File: config.mk
export PLATFORM = sky130hd
export DESIGN_NAME = dmem_arbiter_flat
export DESIGN_NICKNAME = d
export VERILOG_FILES = /design/src/rtl/dmem_arbiter_if.sv /design/src/rtl/dmem_arbiter.sv /design/src/flat_wrapper.sv
export SDC_FILE = /design/constraint.sdc
export NUM_CORES = 1
export LEC_CHECK = 0
export BUFFER_PORTS_ARGS = -buffer_cell sky130_fd_sc_hd__buf_2
export CAP_MARGIN = 10
export CORE_MARGIN = 2
export CORE_UTILIZATION = 41
export CTS_CLUSTER_DIAMETER = 40
export DETAILED_ROUTE_END_ITERATION = 8
export GPL_TIMING_DRIVEN = 0
export PLACE_DENSITY = 0.8
export SLEW_MARGIN = 20
export SYNTH_ARGS = -nofsm -noshare
export SYNTH_HDL_FRONTEND = slang
export SYNTH_SLANG_ARGS = --single-unit
File: constraint.sdc
create_clock -name clk -period 2.33 [get_ports clk]
set_clock_uncertainty 0.1 [all_clocks]
set_input_delay 0.233 -clock clk [delete_from_list [all_inputs] [get_ports clk]]
set_output_delay 0.233 -clock clk [all_outputs]
set_load 0.02 [all_outputs]
File: src/rtl/dmem_arbiter_if.sv
// rtl/dmem_arbiter_if.sv - requester, response and memory-port signal bundle for dmem_arbiter
interface dmem_arbiter_if;
  logic       req0_valid;
  logic       req0_we;
  logic [7:0] req0_addr;
  logic [7:0] req0_wdata;
  logic       req0_lock;
  logic       req0_ready;
  logic       req1_valid;
  logic       req1_we;
  logic [7:0] req1_addr;
  logic [7:0] req1_wdata;
  logic       req1_lock;
  logic       req1_ready;
  logic       rsp0_valid;
  logic [7:0] rsp0_rdata;
  logic       rsp1_valid;
  logic [7:0] rsp1_rdata;
  logic       lock_abort;
  logic [7:0] mem_addr;
  logic       mem_read;
  logic       mem_write;
  logic [7:0] mem_wdata;
  logic [7:0] mem_rdata;

  modport slave (
    input  req0_valid, req0_we, req0_addr, req0_wdata, req0_lock,
    input  req1_valid, req1_we, req1_addr, req1_wdata, req1_lock,
    output req0_ready, req1_ready,
    output rsp0_valid, rsp0_rdata, rsp1_valid, rsp1_rdata, lock_abort,
    output mem_addr, mem_read, mem_write, mem_wdata,
    input  mem_rdata
  );

  modport master (
    output req0_valid, req0_we, req0_addr, req0_wdata, req0_lock,
    output req1_valid, req1_we, req1_addr, req1_wdata, req1_lock,
    input  req0_ready, req1_ready,
    input  rsp0_valid, rsp0_rdata, rsp1_valid, rsp1_rdata, lock_abort,
    input  mem_addr, mem_read, mem_write, mem_wdata,
    output mem_rdata
  );
endinterface

File: src/rtl/dmem_arbiter.sv
// rtl/dmem_arbiter.sv - round-robin two-requester data memory arbiter with lock and timeout
module dmem_arbiter #(
  parameter int LOCK_MAX = 8
) (
  input logic            clk,
  input logic            rst_n,
  dmem_arbiter_if.slave  bus
);
  localparam int CW = $clog2(LOCK_MAX + 1);
  localparam logic [CW-1:0] CNT_LAST = CW'(LOCK_MAX - 1);

  typedef enum logic [1:0] {UNLOCKED, LOCKED0, LOCKED1} state_t;

  state_t        state_q, state_d;
  logic          prio_q, prio_d;
  logic [CW-1:0] cnt_q, cnt_d;
  logic          abort_q, abort_d;
  logic          gnt0, gnt1;
  logic          own_gnt, own_lock;
  logic          rsp0_valid_q, rsp1_valid_q;
  logic [7:0]    rsp0_rdata_q, rsp1_rdata_q;

  // Grant: round-robin when unlocked, owner-only when locked
  always_comb begin
    gnt0 = 1'b0;
    gnt1 = 1'b0;
    case (state_q)
      UNLOCKED: begin
        gnt0 = bus.req0_valid && (!bus.req1_valid || !prio_q);
        gnt1 = bus.req1_valid && (!bus.req0_valid || prio_q);
      end
      LOCKED0: gnt0 = bus.req0_valid;
      LOCKED1: gnt1 = bus.req1_valid;
      default: ;
    endcase
  end

  assign bus.req0_ready = gnt0;
  assign bus.req1_ready = gnt1;

  // Memory port mux: granted requester drives the memory, all zero when idle
  always_comb begin
    bus.mem_addr  = 8'h00;
    bus.mem_read  = 1'b0;
    bus.mem_write = 1'b0;
    bus.mem_wdata = 8'h00;
    if (gnt0) begin
      bus.mem_addr  = bus.req0_addr;
      bus.mem_read  = !bus.req0_we;
      bus.mem_write = bus.req0_we;
      bus.mem_wdata = bus.req0_wdata;
    end else if (gnt1) begin
      bus.mem_addr  = bus.req1_addr;
      bus.mem_read  = !bus.req1_we;
      bus.mem_write = bus.req1_we;
      bus.mem_wdata = bus.req1_wdata;
    end
  end

  // Lock owner view: whether the current owner was granted and still wants the lock
  always_comb begin
    own_gnt  = 1'b0;
    own_lock = 1'b0;
    if (state_q == LOCKED0) begin
      own_gnt  = gnt0;
      own_lock = bus.req0_lock;
    end else if (state_q == LOCKED1) begin
      own_gnt  = gnt1;
      own_lock = bus.req1_lock;
    end
  end

  // Next state: lock acquire/release, idle timeout, round-robin pointer
  always_comb begin
    state_d = state_q;
    prio_d  = prio_q;
    cnt_d   = cnt_q;
    abort_d = 1'b0;
    if (gnt0 || gnt1) begin
      prio_d = gnt0;
    end
    if (state_q == UNLOCKED) begin
      cnt_d = '0;
      if (gnt0 && bus.req0_lock) begin
        state_d = LOCKED0;
      end else if (gnt1 && bus.req1_lock) begin
        state_d = LOCKED1;
      end
    end else if (own_gnt) begin
      // An owner beat always wins over a timeout in the same cycle
      cnt_d = '0;
      if (!own_lock) begin
        state_d = UNLOCKED;
      end
    end else if (cnt_q == CNT_LAST) begin
      state_d = UNLOCKED;
      cnt_d   = '0;
      abort_d = 1'b1;
    end else begin
      cnt_d = cnt_q + CW'(1);
    end
  end

  // Control state registers
  always_ff @(posedge clk or negedge rst_n) begin
    if (!rst_n) begin
      state_q <= UNLOCKED;
      prio_q  <= 1'b0;
      cnt_q   <= '0;
      abort_q <= 1'b0;
    end else begin
      state_q <= state_d;
      prio_q  <= prio_d;
      cnt_q   <= cnt_d;
      abort_q <= abort_d;
    end
  end

  // Read responses: capture memory data at acceptance, pulse valid next cycle
  always_ff @(posedge clk or negedge rst_n) begin
    if (!rst_n) begin
      rsp0_valid_q <= 1'b0;
      rsp1_valid_q <= 1'b0;
      rsp0_rdata_q <= 8'h00;
      rsp1_rdata_q <= 8'h00;
    end else begin
      rsp0_valid_q <= gnt0 && !bus.req0_we;
      rsp1_valid_q <= gnt1 && !bus.req1_we;
      if (gnt0 && !bus.req0_we) begin
        rsp0_rdata_q <= bus.mem_rdata;
      end
      if (gnt1 && !bus.req1_we) begin
        rsp1_rdata_q <= bus.mem_rdata;
      end
    end
  end

  assign bus.rsp0_valid = rsp0_valid_q;
  assign bus.rsp1_valid = rsp1_valid_q;
  assign bus.rsp0_rdata = rsp0_rdata_q;
  assign bus.rsp1_rdata = rsp1_rdata_q;
  assign bus.lock_abort = abort_q;
endmodule

File: src/flat_wrapper.sv
// flat-port wrapper written by rule: the top's interface ports become plain ports
module dmem_arbiter_flat 
#(
  parameter int LOCK_MAX = 8
)
  (clk, rst_n, bus_req0_valid, bus_req0_we, bus_req0_addr, bus_req0_wdata, bus_req0_lock, bus_req1_valid, bus_req1_we, bus_req1_addr, bus_req1_wdata, bus_req1_lock, bus_req0_ready, bus_req1_ready, bus_rsp0_valid, bus_rsp0_rdata, bus_rsp1_valid, bus_rsp1_rdata, bus_lock_abort, bus_mem_addr, bus_mem_read, bus_mem_write, bus_mem_wdata, bus_mem_rdata);
  dmem_arbiter_if bus_i ();
  input logic clk;
  input logic rst_n;
  input wire logic [$bits(bus_i.req0_valid)-1:0] bus_req0_valid;
  input wire logic [$bits(bus_i.req0_we)-1:0] bus_req0_we;
  input wire logic [$bits(bus_i.req0_addr)-1:0] bus_req0_addr;
  input wire logic [$bits(bus_i.req0_wdata)-1:0] bus_req0_wdata;
  input wire logic [$bits(bus_i.req0_lock)-1:0] bus_req0_lock;
  input wire logic [$bits(bus_i.req1_valid)-1:0] bus_req1_valid;
  input wire logic [$bits(bus_i.req1_we)-1:0] bus_req1_we;
  input wire logic [$bits(bus_i.req1_addr)-1:0] bus_req1_addr;
  input wire logic [$bits(bus_i.req1_wdata)-1:0] bus_req1_wdata;
  input wire logic [$bits(bus_i.req1_lock)-1:0] bus_req1_lock;
  output wire logic [$bits(bus_i.req0_ready)-1:0] bus_req0_ready;
  output wire logic [$bits(bus_i.req1_ready)-1:0] bus_req1_ready;
  output wire logic [$bits(bus_i.rsp0_valid)-1:0] bus_rsp0_valid;
  output wire logic [$bits(bus_i.rsp0_rdata)-1:0] bus_rsp0_rdata;
  output wire logic [$bits(bus_i.rsp1_valid)-1:0] bus_rsp1_valid;
  output wire logic [$bits(bus_i.rsp1_rdata)-1:0] bus_rsp1_rdata;
  output wire logic [$bits(bus_i.lock_abort)-1:0] bus_lock_abort;
  output wire logic [$bits(bus_i.mem_addr)-1:0] bus_mem_addr;
  output wire logic [$bits(bus_i.mem_read)-1:0] bus_mem_read;
  output wire logic [$bits(bus_i.mem_write)-1:0] bus_mem_write;
  output wire logic [$bits(bus_i.mem_wdata)-1:0] bus_mem_wdata;
  input wire logic [$bits(bus_i.mem_rdata)-1:0] bus_mem_rdata;
  assign bus_i.req0_valid = bus_req0_valid;
  assign bus_i.req0_we = bus_req0_we;
  assign bus_i.req0_addr = bus_req0_addr;
  assign bus_i.req0_wdata = bus_req0_wdata;
  assign bus_i.req0_lock = bus_req0_lock;
  assign bus_i.req1_valid = bus_req1_valid;
  assign bus_i.req1_we = bus_req1_we;
  assign bus_i.req1_addr = bus_req1_addr;
  assign bus_i.req1_wdata = bus_req1_wdata;
  assign bus_i.req1_lock = bus_req1_lock;
  assign bus_req0_ready = bus_i.req0_ready;
  assign bus_req1_ready = bus_i.req1_ready;
  assign bus_rsp0_valid = bus_i.rsp0_valid;
  assign bus_rsp0_rdata = bus_i.rsp0_rdata;
  assign bus_rsp1_valid = bus_i.rsp1_valid;
  assign bus_rsp1_rdata = bus_i.rsp1_rdata;
  assign bus_lock_abort = bus_i.lock_abort;
  assign bus_mem_addr = bus_i.mem_addr;
  assign bus_mem_read = bus_i.mem_read;
  assign bus_mem_write = bus_i.mem_write;
  assign bus_mem_wdata = bus_i.mem_wdata;
  assign bus_i.mem_rdata = bus_mem_rdata;
  dmem_arbiter #(.LOCK_MAX(LOCK_MAX)) u_core (.clk(clk), .rst_n(rst_n), .bus(bus_i));
endmodule
==> flow_metrics.tcl <==
set metrics [dict create \
    result_of_the_run "finished clean" \
    syn_avg_cell_area_um2 12.8 \
    gpl.final_weighted_congestion 0.794 \
    drc_markers 0 \
    startpoint_of_the_lowest_slack_register_to_register_path "u_core.state_q[1]$_DFFE_PN0P_" \
    critPathKind "reg2out" \
    timing_hold_violations_final 0 \
    power.switching_fraction_pct 40.8 \
    post_cts_resized 0 \
    overflow_left_after_global_routing 0 \
    grt_antenna_before_repair 0 \
    synth_cells 98 \
    cellPowerDensity_mw_per_mm2 1250 \
    detailed_place.area_mm2 0.00173 \
    min_to "u_core.bus.rsp1_rdata[6]$_DFFE_PN0P_" \
    power.clock.fraction_pct 13.3 \
    cts-root-buf "clkbuf_4" \
    p_seq_share_pct 33.4 \
    timing.final.crit_period_ns 2.24 \
    crit_required_ns 2.00 \
    initial_utilization_pct 42.3 \
    grt_first_pass_wirelength_um 4670 \
    finish.cell_count_without_fillers 224 \
    clk_path_buf_depth 2 \
    drt_iter0_drc 31 \
    vias 1156 \
    final.setup.tns_ns 0 \
    postRouteAntennaNets 0 \
    worst_setup_path_start_kind "flip-flop" \
    yosysUniqueCellTypes 30 \
    clkTransAtPathRegs_ns 0.14 \
    drv.max_cap_violation_count 0 \
    finalCoreUtilization_pct 60.7 \
    pwr-share-comb_pct 53.3 \
    top_level_pins 87 \
    cts_num_sinks 26 \
    slowest_stage "dfrtp_1" \
    regToRegEndpoint "u_core.bus.rsp0_rdata[4]$_DFFE_PN0P_" \
    hold_path_depth 2 \
    fp.dieArea_mm2 0.00353 \
    worst-endpoint-arrival_ns 1.91 \
    pin_count_of_the_biggest_net_entering_global_routing 27 \
    rows 20 \
    worst_slew_pin_slew_ns 0.548 \
    synth_seq_area_share_pct 51.7 \
    flop2flop_setup_slack_ns 0.57 \
    ir_worst_vdd_v 0.000438 \
    diodes 0 \
    part_of_the_cycle_the_worst_path_needs_pct 96.1 \
    internal_power_mw 1.34 \
    grt_pass1_vias 1144 \
    flow.area_growth_from_synthesis_pct 43.6 \
    placed_cells_incl_taps 217 \
    critical_path.endpoint_type "primary output" \
    power.leakage_nw 0.986 \
    grt_setup_unrepaired "false" \
    synthesis.nets 147 \
    setup_violations 0 \
    port_buffers 86 \
    totalWireLength_um 3140 \
    synthesis.area_mm2 0.00126 \
    drt_pass1_iterations 4 \
    max_slew_headroom_pct 63.5 \
    report.final.slew_viol_count 0 \
    holdCritPathClass "in2reg" \
    insertion_delay_ns 0.32 \
    final_layout_size_suffix_gt1_share_pct 60.7 \
    delay_of_the_slowest_cell_on_the_worst_path_ns 0.47 \
    total_cts_buffers 3 \
    wire_per_inst_um 14.0 \
    tritoncts "yes" \
    net-switching-power_uw 926 \
    synth_warnings 0 \
    die_h_um 59.4 \
    finalNetCount 241 \
    hold_start "bus_mem_rdata[6]" \
    die_w_um 59.4 \
    grt_use_total_pct 17.5 \
    dp.final_hpwl_um 2530 \
    cts.htree.levels 1 \
    area_of_the_core_mm2 0.00298 \
    reg2regPathDepth 5 \
    totalPowerFinal_mw 2.27 \
    clock.fmax_ghz 0.447 \
    avgViaCountPerCell 5.16 \
    critical_path.max_fanout 10 \
    synth-seq-cells 26 \
    worstPathCellList "nand2b_1, a21oi_1, clkbuf_1, nand2_1, o21ai_0, buf_2" \
    final_design_area_no_fill_mm2 0.00181 \
]
==> cells by family after synthesis <==
group           synth area share [%]
buf+inv                         3.18
simple gates                    8.85
mux                             16.7
xor+xnor                        1.39
fa+ha+maj                      0.994
compound gates                  17.2
flops                           51.7
==> synthesized netlist by cell type (all sizes together) <==
cell type   n  share of area, %
o21ai       1              0.40
xnor2       1              0.70
nand3       2              0.80
a21oi       6               2.4
ha          1              0.99
nand3b      1              0.60
dfrtp      26                52
a22o       16                11
nand4       1              0.50
mux2       16                17
clkbuf      1              0.30
nor2        4               1.2
a21o        1              0.60
a31oi       3               2.7
or2         1              0.50
and2b       1              0.60
inv         2              0.60
and2        1              0.50
buf         4               2.3
nand2       3              0.89
nor2b       3               1.7
nand2b      2               1.6
xor2        1              0.70
==> critical path: cells and delay by family (launching register included) <==
kind | cells | cell delay, ns
flops | 1 | 0.47
compound gates | 2 | 0.28
simple gates | 2 | 0.28
buf+inv | 2 | 0.56
==> how the worst max path moves through the flow <==
stage	endpoint	slack, ns	cells past startpoint	from
2_1_floorplan	bus_mem_write	0.49	4	u_core.state_q[1]$_DFFE_PN0P_
3_3_place_gp	bus_mem_read	0.51	6	u_core.state_q[0]$_DFFE_PN0P_
3_5_place_dp	bus_mem_read	0.45	6	u_core.state_q[0]$_DFFE_PN0P_
4_1_cts	bus_mem_read	0.05	6	u_core.state_q[0]$_DFFE_PN0P_
5_1_grt	bus_mem_wdata[5]	0.005	5	u_core.state_q[1]$_DFFE_PN0P_
6_report	bus_mem_write	0.09	6	u_core.state_q[1]$_DFFE_PN0P_
==> sequential cells by signal, indices dropped and copies added, names as in the netlist <==
signal	flops
u_core.bus.lock_abort	1
u_core.bus.rsp0_rdata	8
u_core.bus.rsp0_valid	1
u_core.bus.rsp1_rdata	8
u_core.bus.rsp1_valid	1
u_core.cnt_q	4
u_core.prio_q	1
u_core.state_q	2
==> routing by layer <==
| metal | GRT usage (%) | part of all wire [%] |
|---|---|---|
| met1 | 18.1 | 39 |
| met3 | 1.97 | 7.2 |
| met2 | 34.4 | 54 |
| met5 | 0 | 0 |
| met4 | 7.79 | 0 |
==> layout make-up <==
type,instances,area (um^2)
flip-flops and latches,26,651
clock inverters,1,30.0
inverters,2,7.51
plain buffers,5,32.5
fillers,253,1170
well taps,33,41.3
clock buffers,3,22.5
multi-input cells,65,568
repair buffers,89,455
==> through the flow <==
stage / hold WS [ns] / setup slack, ns
4_1_cts: 0.0343 / 0.0494
2_1_floorplan: -0.163 / 0.485
3_3_place_gp: 0.148 / 0.509
6_report: 0.0487 / 0.0919
5_1_grt: 0.0268 / 0.00458
3_5_place_dp: 0.156 / 0.446
==> cell usage in the layout (no fill, tap or decap), drive strengths merged <==
cell	n
buf	92
dfrtp	26
a22o	16
mux2	16
a21oi	6
nor2	4
clkbuf	4
nand2	3
nor2b	3
a31oi	3
nand3	2
inv	2
nand2b	2
xnor2	1
a21o	1
and2	1
nand3b	1
and2b	1
xor2	1
o21ai	1
or2	1
nand4	1
ha	1
bufinv	1
dlygate4sd3	1
==> timing repair <==
item | CTS | global route
endpoints found under the setup margin | 0 | 9
hold buffers | 1 | 0
setup buffers | 0 | 2
endpoints found under the hold margin | 26 | 0
==> power by group through the flow <==
| stage | Combinational, mW | Clock [mW] | Sequential [mW] |
|---|---|---|---|
| finish | 1.21 | 0.303 | 0.757 |
| global route | 1.30 | 0.327 | 0.783 |
| CTS | 1.20 | 0.314 | 0.759 |
| detailed placement | 1.19 | 0 | 0.770 |
| global placement | 1.17 | 0 | 0.752 |
| floorplan | 0.627 | 0 | 0.940 |
No activity file was read; power rests on OpenSTA's default activity.
